--- src/rtl/fwd_pkg.sv ---
// Shared types and constants for the operand-forwarding / load-use hazard unit.
package fwd_pkg;

  localparam int unsigned REG_W_DEF    = 5;
  localparam int unsigned ZERO_REG_DEF = 31;
  localparam int unsigned SEL_RF       = 0;

  // History addresses are held at the default width; narrower REG_W values are zero-extended.
  typedef struct packed {
    logic                 valid;
    logic [REG_W_DEF-1:0] addr;
    logic                 is_load;
  } hist_entry_t;

endpackage

--- src/rtl/fwd_hazard_unit_if.sv ---
// Decode-side bundle of the forwarding/hazard unit: instruction fields in, mux selects and
// stall status out.
interface fwd_hazard_unit_if
  import fwd_pkg::*;
#(
  parameter int unsigned REG_W = REG_W_DEF,
  parameter int unsigned NSRC  = 2,
  parameter int unsigned DEPTH = 2,
  parameter int unsigned CNT_W = 16
);
  localparam int unsigned SEL_W = $clog2(DEPTH + 1);

  logic                       issue_valid;
  logic [NSRC-1:0][REG_W-1:0] src_addr;
  logic [REG_W-1:0]           dst_addr;
  logic                       dst_we;
  logic                       dst_is_load;
  logic                       flush;
  logic [NSRC-1:0][SEL_W-1:0] fwd_sel;
  logic                       stall;
  logic [CNT_W-1:0]           stall_cnt;

  modport master (
    output issue_valid, src_addr, dst_addr, dst_we, dst_is_load, flush,
    input  fwd_sel, stall, stall_cnt
  );

  modport slave (
    input  issue_valid, src_addr, dst_addr, dst_we, dst_is_load, flush,
    output fwd_sel, stall, stall_cnt
  );

endinterface

--- src/rtl/fwd_match.sv ---
// Matches one source register against the producer history and returns the youngest hit
// (0 = register file) plus a flag for a hit in the youngest entry.
module fwd_match
  import fwd_pkg::*;
#(
  parameter int unsigned REG_W    = REG_W_DEF,
  parameter int unsigned DEPTH    = 2,
  parameter int unsigned ZERO_REG = ZERO_REG_DEF,
  parameter int unsigned SEL_W    = $clog2(DEPTH + 1)
) (
  input  hist_entry_t [DEPTH-1:0] hist_i,
  input  logic [REG_W-1:0]        src_addr_i,
  output logic [SEL_W-1:0]        sel_o,
  output logic                    hit1_o
);

  logic [DEPTH-1:0] hit;
  logic             src_live;
  logic             unused_load;

  assign src_live = (src_addr_i != REG_W'(ZERO_REG));

  always_comb begin
    hit         = '0;
    unused_load = 1'b0;
    for (int k = 0; k < int'(DEPTH); k++) begin
      hit[k]      = hist_i[k].valid && src_live && (hist_i[k].addr == REG_W_DEF'(src_addr_i));
      unused_load = unused_load ^ hist_i[k].is_load;
    end
  end

  // Scan oldest to youngest so the youngest hit is the last one written.
  always_comb begin
    sel_o = SEL_W'(SEL_RF);
    for (int k = int'(DEPTH) - 1; k >= 0; k--) begin
      if (hit[k]) begin
        sel_o = SEL_W'(k + 1);
      end
    end
  end

  assign hit1_o = hit[0];

endmodule

--- src/rtl/fwd_hazard_unit.sv ---
// Operand-forwarding and load-use hazard unit. Load-use stall detection and the stall
// counter are built only when FWD_LOAD_STALL_EN is defined.
module fwd_hazard_unit
  import fwd_pkg::*;
#(
  parameter int unsigned REG_W    = REG_W_DEF,
  parameter int unsigned NSRC     = 2,
  parameter int unsigned DEPTH    = 2,
  parameter int unsigned ZERO_REG = ZERO_REG_DEF,
  parameter int unsigned CNT_W    = 16
) (
  input logic              clk_i,
  input logic              rst_i,
  fwd_hazard_unit_if.slave bus_io
);

  localparam int unsigned SEL_W = $clog2(DEPTH + 1);

  hist_entry_t [DEPTH-1:0]    hist_q, hist_d;
  logic [NSRC-1:0][SEL_W-1:0] fwd_sel;
  logic [NSRC-1:0]            hit1;
  logic                       stall;
  logic                       dst_live;

  for (genvar s = 0; s < int'(NSRC); s++) begin : g_src
    fwd_match #(
      .REG_W    (REG_W),
      .DEPTH    (DEPTH),
      .ZERO_REG (ZERO_REG),
      .SEL_W    (SEL_W)
    ) u_match (
      .hist_i     (hist_q),
      .src_addr_i (bus_io.src_addr[s]),
      .sel_o      (fwd_sel[s]),
      .hit1_o     (hit1[s])
    );
  end

  assign bus_io.fwd_sel = fwd_sel;
  assign bus_io.stall   = stall;

  assign dst_live = bus_io.issue_valid && bus_io.dst_we &&
                    (bus_io.dst_addr != REG_W'(ZERO_REG));

  // A stalled or flushed instruction enters as a bubble; flush also kills older entries.
  always_comb begin
    hist_d            = hist_q;
    hist_d[0].valid   = dst_live && !stall && !bus_io.flush;
    hist_d[0].addr    = REG_W_DEF'(bus_io.dst_addr);
`ifdef FWD_LOAD_STALL_EN
    hist_d[0].is_load = bus_io.dst_is_load;
`else
    hist_d[0].is_load = 1'b0;
`endif
    for (int k = 1; k < int'(DEPTH); k++) begin
      hist_d[k] = hist_q[k-1];
      if (bus_io.flush) begin
        hist_d[k].valid = 1'b0;
      end
    end
  end

  always_ff @(posedge clk_i or posedge rst_i) begin
    if (rst_i) begin
      hist_q <= '0;
    end else begin
      hist_q <= hist_d;
    end
  end

`ifdef FWD_LOAD_STALL_EN
  logic [CNT_W-1:0] cnt_q, cnt_d;

  assign stall = bus_io.issue_valid && (|hit1) && hist_q[0].is_load;

  always_comb begin
    cnt_d = cnt_q;
    if (stall && !bus_io.flush && (cnt_q != {CNT_W{1'b1}})) begin
      cnt_d = cnt_q + 1'b1;
    end
  end

  always_ff @(posedge clk_i or posedge rst_i) begin
    if (rst_i) begin
      cnt_q <= '0;
    end else begin
      cnt_q <= cnt_d;
    end
  end

  assign bus_io.stall_cnt = cnt_q;
`else
  logic unused_sig;

  // Loads forward like ALU results; the load flag and stage-1 hits go unused.
  assign stall            = 1'b0;
  assign bus_io.stall_cnt = '0;
  assign unused_sig       = ^{hit1, bus_io.dst_is_load};
`endif

endmodule
--- src/flat_wrapper.sv ---
// flat-port wrapper written by rule: the top's interface ports become plain ports
module fwd_hazard_unit_flat import fwd_pkg::*;
#(
  parameter int unsigned REG_W    = REG_W_DEF,
  parameter int unsigned NSRC     = 2,
  parameter int unsigned DEPTH    = 2,
  parameter int unsigned ZERO_REG = ZERO_REG_DEF,
  parameter int unsigned CNT_W    = 16
)
  (clk_i, rst_i, bus_io_issue_valid, bus_io_src_addr, bus_io_dst_addr, bus_io_dst_we, bus_io_dst_is_load, bus_io_flush, bus_io_fwd_sel, bus_io_stall, bus_io_stall_cnt);
  fwd_hazard_unit_if #(.REG_W(REG_W), .NSRC(NSRC), .DEPTH(DEPTH), .CNT_W(CNT_W)) bus_io_i ();
  input logic clk_i;
  input logic rst_i;
  input wire logic [$bits(bus_io_i.issue_valid)-1:0] bus_io_issue_valid;
  input wire logic [$bits(bus_io_i.src_addr)-1:0] bus_io_src_addr;
  input wire logic [$bits(bus_io_i.dst_addr)-1:0] bus_io_dst_addr;
  input wire logic [$bits(bus_io_i.dst_we)-1:0] bus_io_dst_we;
  input wire logic [$bits(bus_io_i.dst_is_load)-1:0] bus_io_dst_is_load;
  input wire logic [$bits(bus_io_i.flush)-1:0] bus_io_flush;
  output wire logic [$bits(bus_io_i.fwd_sel)-1:0] bus_io_fwd_sel;
  output wire logic [$bits(bus_io_i.stall)-1:0] bus_io_stall;
  output wire logic [$bits(bus_io_i.stall_cnt)-1:0] bus_io_stall_cnt;
  assign bus_io_i.issue_valid = bus_io_issue_valid;
  assign bus_io_i.src_addr = bus_io_src_addr;
  assign bus_io_i.dst_addr = bus_io_dst_addr;
  assign bus_io_i.dst_we = bus_io_dst_we;
  assign bus_io_i.dst_is_load = bus_io_dst_is_load;
  assign bus_io_i.flush = bus_io_flush;
  assign bus_io_fwd_sel = bus_io_i.fwd_sel;
  assign bus_io_stall = bus_io_i.stall;
  assign bus_io_stall_cnt = bus_io_i.stall_cnt;
  fwd_hazard_unit #(.REG_W(REG_W), .NSRC(NSRC), .DEPTH(DEPTH), .ZERO_REG(ZERO_REG), .CNT_W(CNT_W)) u_core (.clk_i(clk_i), .rst_i(rst_i), .bus_io(bus_io_i));
endmodule
--- config.mk ---
export PLATFORM = sky130hd
export DESIGN_NAME = fwd_hazard_unit_flat
export DESIGN_NICKNAME = d
export VERILOG_FILES = /design/src/rtl/fwd_pkg.sv /design/src/rtl/fwd_hazard_unit_if.sv /design/src/rtl/fwd_match.sv /design/src/rtl/fwd_hazard_unit.sv /design/src/flat_wrapper.sv
export SDC_FILE = /design/constraint.sdc
export NUM_CORES = 1
export LEC_CHECK = 0
export CORE_ASPECT_RATIO = 0.75
export CORE_MARGIN = 2
export CORE_UTILIZATION = 34
export CTS_CLUSTER_DIAMETER = 40
export DETAILED_ROUTE_END_ITERATION = 10
export GPL_TIMING_DRIVEN = 0
export PLACE_DENSITY = 0.74
export SKIP_LAST_GASP = 1
export SYNTH_ARGS = -nofsm -noshare
export SYNTH_HDL_FRONTEND = slang
export SYNTH_SLANG_ARGS = --single-unit
--- constraint.sdc ---
create_clock -name clk_i -period 1.6 [get_ports clk_i]
set_clock_uncertainty 0.2 [all_clocks]
set_input_delay 0.32 -clock clk_i [delete_from_list [all_inputs] [get_ports clk_i]]
set_output_delay 0.32 -clock clk_i [all_outputs]
set_load 0.1 [all_outputs]
### After elaboration in Yosys (flattened, before gate mapping)

Index checks and enable logic that the tools add are counted.

* bits in registers: 12
* bits in latches: 0
* memory bits (writable): 0
* bits in read-only memories: 0
* input bits: 21
* output and inout port bits: 21
* logic and storage cells: 28
* memories: 0

* add/sub/neg operators: 0
* multipliers: 0
* div/mod/pow operators: 0
* magnitude comparators: 0
* equality and inequality tests: 7
* shifts and indexed selects: 0
* muxes and demuxes: 5
* bitwise gates (word level): 0
* reductions and logical operators: 12

Operators with widths (count)
* equality test 5 bit: 4
* inequality test 5 bit, second input constant: 3
* logical AND 1 bit: 11
* two-way mux 2 bit: 4
* logical NOT 1 bit: 1
* two-way mux 1 bit: 1

### Logic depth before layout (Yosys ltp)

* depth after elaboration: 5
* depth in mapped cells: 4
* gate-level depth less buffers: 3

### Cells and area by module

A second synthesis with hierarchy kept.

* cells, all modules: 75
* area, all modules: 777.0 um2

By module, submodules not included
* fwd_hazard_unit: instances 1, cells each 35, area an instance 466.7 um2, seq. area each 300.3 um2
* fwd_match: instances 2, cells each 20, area an instance 155.1 um2, seq. area each 0.0 um2

### Worst setup path after synthesis

Ideal clock, no wire load.

* path kind: register -> output
* from: register u_core.hist_q (netlist bit u_core.hist_d[12])
* to: output port bus_io_fwd_sel[3]
* data arrival time: 2.620 ns
* required time: 1.080 ns
* path slack: -1.540 ns
* stages on the path, launching flop included: 4
* buffers on the path: 0
* cell sequence: dfrtp_1 > xor2_1 > nor4_2 > a2111oi_2

* cells in the longest elaborated chain, start to end: 3

Ends and longest elaborated chain
* from (decl): line fwd_hazard_unit.sv:19 `hist_entry_t [DEPTH-1:0] hist_q, hist_d;`
* from (signal assigned): line fwd_hazard_unit.sv:67 `hist_q <= hist_d;`
* equality test 5 bit: line fwd_match.sv:27 `hit[k] = hist_i[k].valid && src_live && (hist_i[k].addr == REG_W_DEF'(src_addr_i));`
* logical AND 1 bit: line fwd_match.sv:27
* two-way mux 2 bit: line fwd_match.sv:36 `if (hit[k]) begin`
* to (decl): line flat_wrapper.sv:20 `output wire logic [$bits(bus_io_i.fwd_sel)-1:0] bus_io_fwd_sel;`

No other way between the ends.

### Worst setup path in the final report

* from: register u_core.hist_q (netlist bit u_core.hist_d[9])
* to: output port bus_io_fwd_sel[3]

Same word-level chain as after synthesis.

==> key figures <==
GRT
  – Total gr overflow: 0
  – Initial antenna violation count: 0
  – Vias in the first global route: 501
  – Tot GR Track Use: 0.1035
  – GR Util met3: 0.02557
  – GR Util met1: 0.1148
  – Gr busiest metal: met2
  – Met2 Use GR: 0.1692
  – First-pass GRT wire length: 2001 um
  – Largest net degree at the start of global routing: 13

Synth
  – Post-synthesis sequential area ratio: 0.3840
  – Post-synthesis register bit count: 12
  – Yosys warns: 0
  – Adder-cell area share of the yosys netlist: 0
  – Commonest cells post-synth: buf_4 (19), dfrtp_1 (12), xnor2_1 (12)
  – Async SR Flop Fraction: 1.000
  – Top-area cell type share of the netlist area: 0.3840
  – Post-Syn Area: 782.0 sq um
  – Largest family of logic cells by synthesized area: XOR/XNOR gates
  – Synth top area cells: dfrtp_1 (38%), buf_4 (18%), xnor2_1 (13%), xor2_1 (9.0%), a2111oi_2 (3.8%)
  – Post-Syn Area per Cell: 10.43 sq um
  – Synth Area in Simple Gates: 0.1520
  – Number of synthesized flops with an enable pin: 0
  – Synth cell types: 17
  – Most frequent cell after synthesis: buf_4
  – Post-synth top area cell: dfrtp_1
  – Mapped Cells: 75
  – Synth Area in XOR/XNOR: 0.2240
  – Commonest register cell after synthesis: dfrtp_1
  – Post-synthesis compound-gate area fraction: 0.04800
  – Multiplexer share of the synthesized area: 0

Clock network
  – Number of buffers created by CTS: 3
  – Clock H-tree levels: 1
  – Hold_buf cts: 0
  – Clock Latency Late Sink: 260 ps
  – CTS root buf: clkbuf_4
  – CTS sink cnt: 12
  – Clock tree buffer depth: 2
  – CTS tree: built
  – Clock slew at reported path FFs: 70 ps

Worst setup path
  – Crit-path max FO: 3
  – CP Cell Sequence: xor2_1 -> nor4_2 -> buf_4 -> a2111oi_4 -> buf_6
  – WS Path Type: flip-flop to primary output
  – CP endpoint kind: primary output
  – Crit path depth: 5
  – Reg-to-reg startpoint: u_core.hist_q[6]
  – Worst path required time: 1080 ps
  – Worst r2r path cells: 1
  – CP delay by family, top: buffers and inverters
  – Worst Path Buf+Inv: 2
  – Worst reg2reg endpoint: u_core.hist_q[13]
  – CP arrival: 1680 ps
  – CP peak stage delay: 410 ps
  – Slowest CP cell: dfrtp_1
  – Critical Path Source Type: flip-flop
  – R2r setup slk: 770 ps

Routing
  – Drt wl/cell: 9.713 um
  – Routed Antenna Nets: 0
  – Remaining DRCs: 0
  – 1st-pass router iterations: 3
  – Initial DRC count: 4
  – DR vias/cell: 4.049
  – Vias: 579
  – Routed WL: 1389 um

Placed design
  – DP HPWL: 1201 um
  – Dpl ws: -1832 ps
  – I/O Buffers: 23
  – RD Place Congestion: 0.7947

Die
  – Io pins: 42
  – Die X-Extent: 59.38 um
  – Initial core utilization: 0.3501
  – FP Rows: 15
  – Die Y: 45.54 um
  – Core box area: 0.002233 sq mm
  – Die ar.: 0.002704 sq mm

Min path
  – Hold WC Path Type: input port to async pin

Final layout
  – Inserted Diodes: 0
  – Fillcell total: 210
  – Total Nets Final: 140
  – Area grow syn2layout: 52.96%
  – Ratio of cells with drive above 1 in the final layout: 0.3136

Timing
  – Final max-slew violation count: 0
  – Period Utilization, post-route: 1.376
  – Fmax: 454.3 MHz
  – # setup viols final: 4
  – Final Hold Vio Count: 0
  – Minimum clock period: 2201 ps
  – Final hold slack: 139.5 ps
  – Setup WS post-layout: -601.4 ps
  – RSZ-0062 raised after global routing: yes

Run status
  – Status: finished with violations
  – Failing checks: setup timing

Flow run
  – Max Cap Viol: 0

Pwr
  – Power per cell area: 752.2 mW/mm^2
  – Max IR drop VDD: 413.1 uV
  – Pleak: 0.5471 nW
==> flip-flops by register name, summed over array words and instances (netlist names) <==
register and count:
u_core.hist_d 5, u_core.hist_q 7
==> layout make-up <==
type	instances	area [sq um]	area share
Clock buffer	4	36.28	0.03033
Multi-Input combinational cell	59	440.4	0.3682
Sequential cell	12	301.5	0.2521
Inverter	1	3.754	0.003138
Tap cell	25	31.28	0.02615
Timing Repair Buffer	25	255.2	0.2134
Buffer	17	127.6	0.1067
==> layer usage <==
layer,vias up,share of wire
met5,-,0
li1,295,-
met3,4,0.11
met1,248,0.40
met2,32,0.46
met4,0,0.026
==> timing repair <==
| item | 4_1_cts | 5_1_grt |
|---|---|---|
| resized for setup | 44 | 3 |
| setup endpoints to repair | 4 | 4 |
| setup buffers | 2 | 0 |
| pin swaps | 12 | 4 |
==> where the power goes <==
part / internal (mW) / switching, mW
logic: 0.102 / 0.235
registers: 0.318 / 0.0161
clock network: 0.138 / 0.0909
total: 0.558 / 0.342
==> cells in the final DEF (no fill, tap or decap), drive strengths merged <==
cell type	n
xor2	8
conb	17
nand4	2
nand2	5
and4	1
buf	23
xnor2	12
nand3	2
dlygate4sd2	10
nor2	2
a2111oi	2
inv	1
clkbuf	4
nor4	2
and3b	2
nor2b	1
clkdlybuf4s50	9
a211oi	1
and2	2
dfrtp	12
==> logic make-up (layout without fill, tap and decap cells) <==
| kind of cell | count (synthesis) | after routing |
|---|---|---|
| AOI/OAI and AO/OA | 3 | 3 |
| other | 1 | 17 |
| and+or+nand+nor | 19 | 19 |
| buffers and inverters | 20 | 47 |
| xor gates and xnor gates | 20 | 20 |
| DFF | 12 | 12 |
==> metrics by stage <==
step / power [mW] / cell area [sq um] / TNS, ps / instances / util
2_1_floorplan: 0.6069 / 894.6 / -2106 / 91 / -
3_3_place_gp: 0.6736 / 1156 / -6744 / 139 / 0.5176
3_5_place_dp: 0.6773 / 1156 / -6814 / 139 / 0.5176
4_1_cts: 0.9044 / 1180 / -2363 / 143 / 0.5283
5_1_grt: 0.9345 / 1196 / -2643 / 143 / 0.5356
6_report: 0.8997 / 1196 / -2318 / 143 / 0.5356
==> worst max-delay path by stage <==
stage	from	to	slack [ps]
4_1_cts	u_core.hist_d[9]	bus_io_fwd_sel[3]	-620
2_1_floorplan	u_core.hist_d[11]	bus_io_fwd_sel[3]	-780
3_3_place_gp	bus_io_src_addr[2]	bus_io_fwd_sel[0]	-1800
3_5_place_dp	bus_io_src_addr[7]	bus_io_fwd_sel[2]	-1830
5_1_grt	u_core.hist_d[9]	bus_io_fwd_sel[3]	-700
6_report	u_core.hist_d[9]	bus_io_fwd_sel[3]	-600
Note: power is estimated with default switching activity, not from simulation.
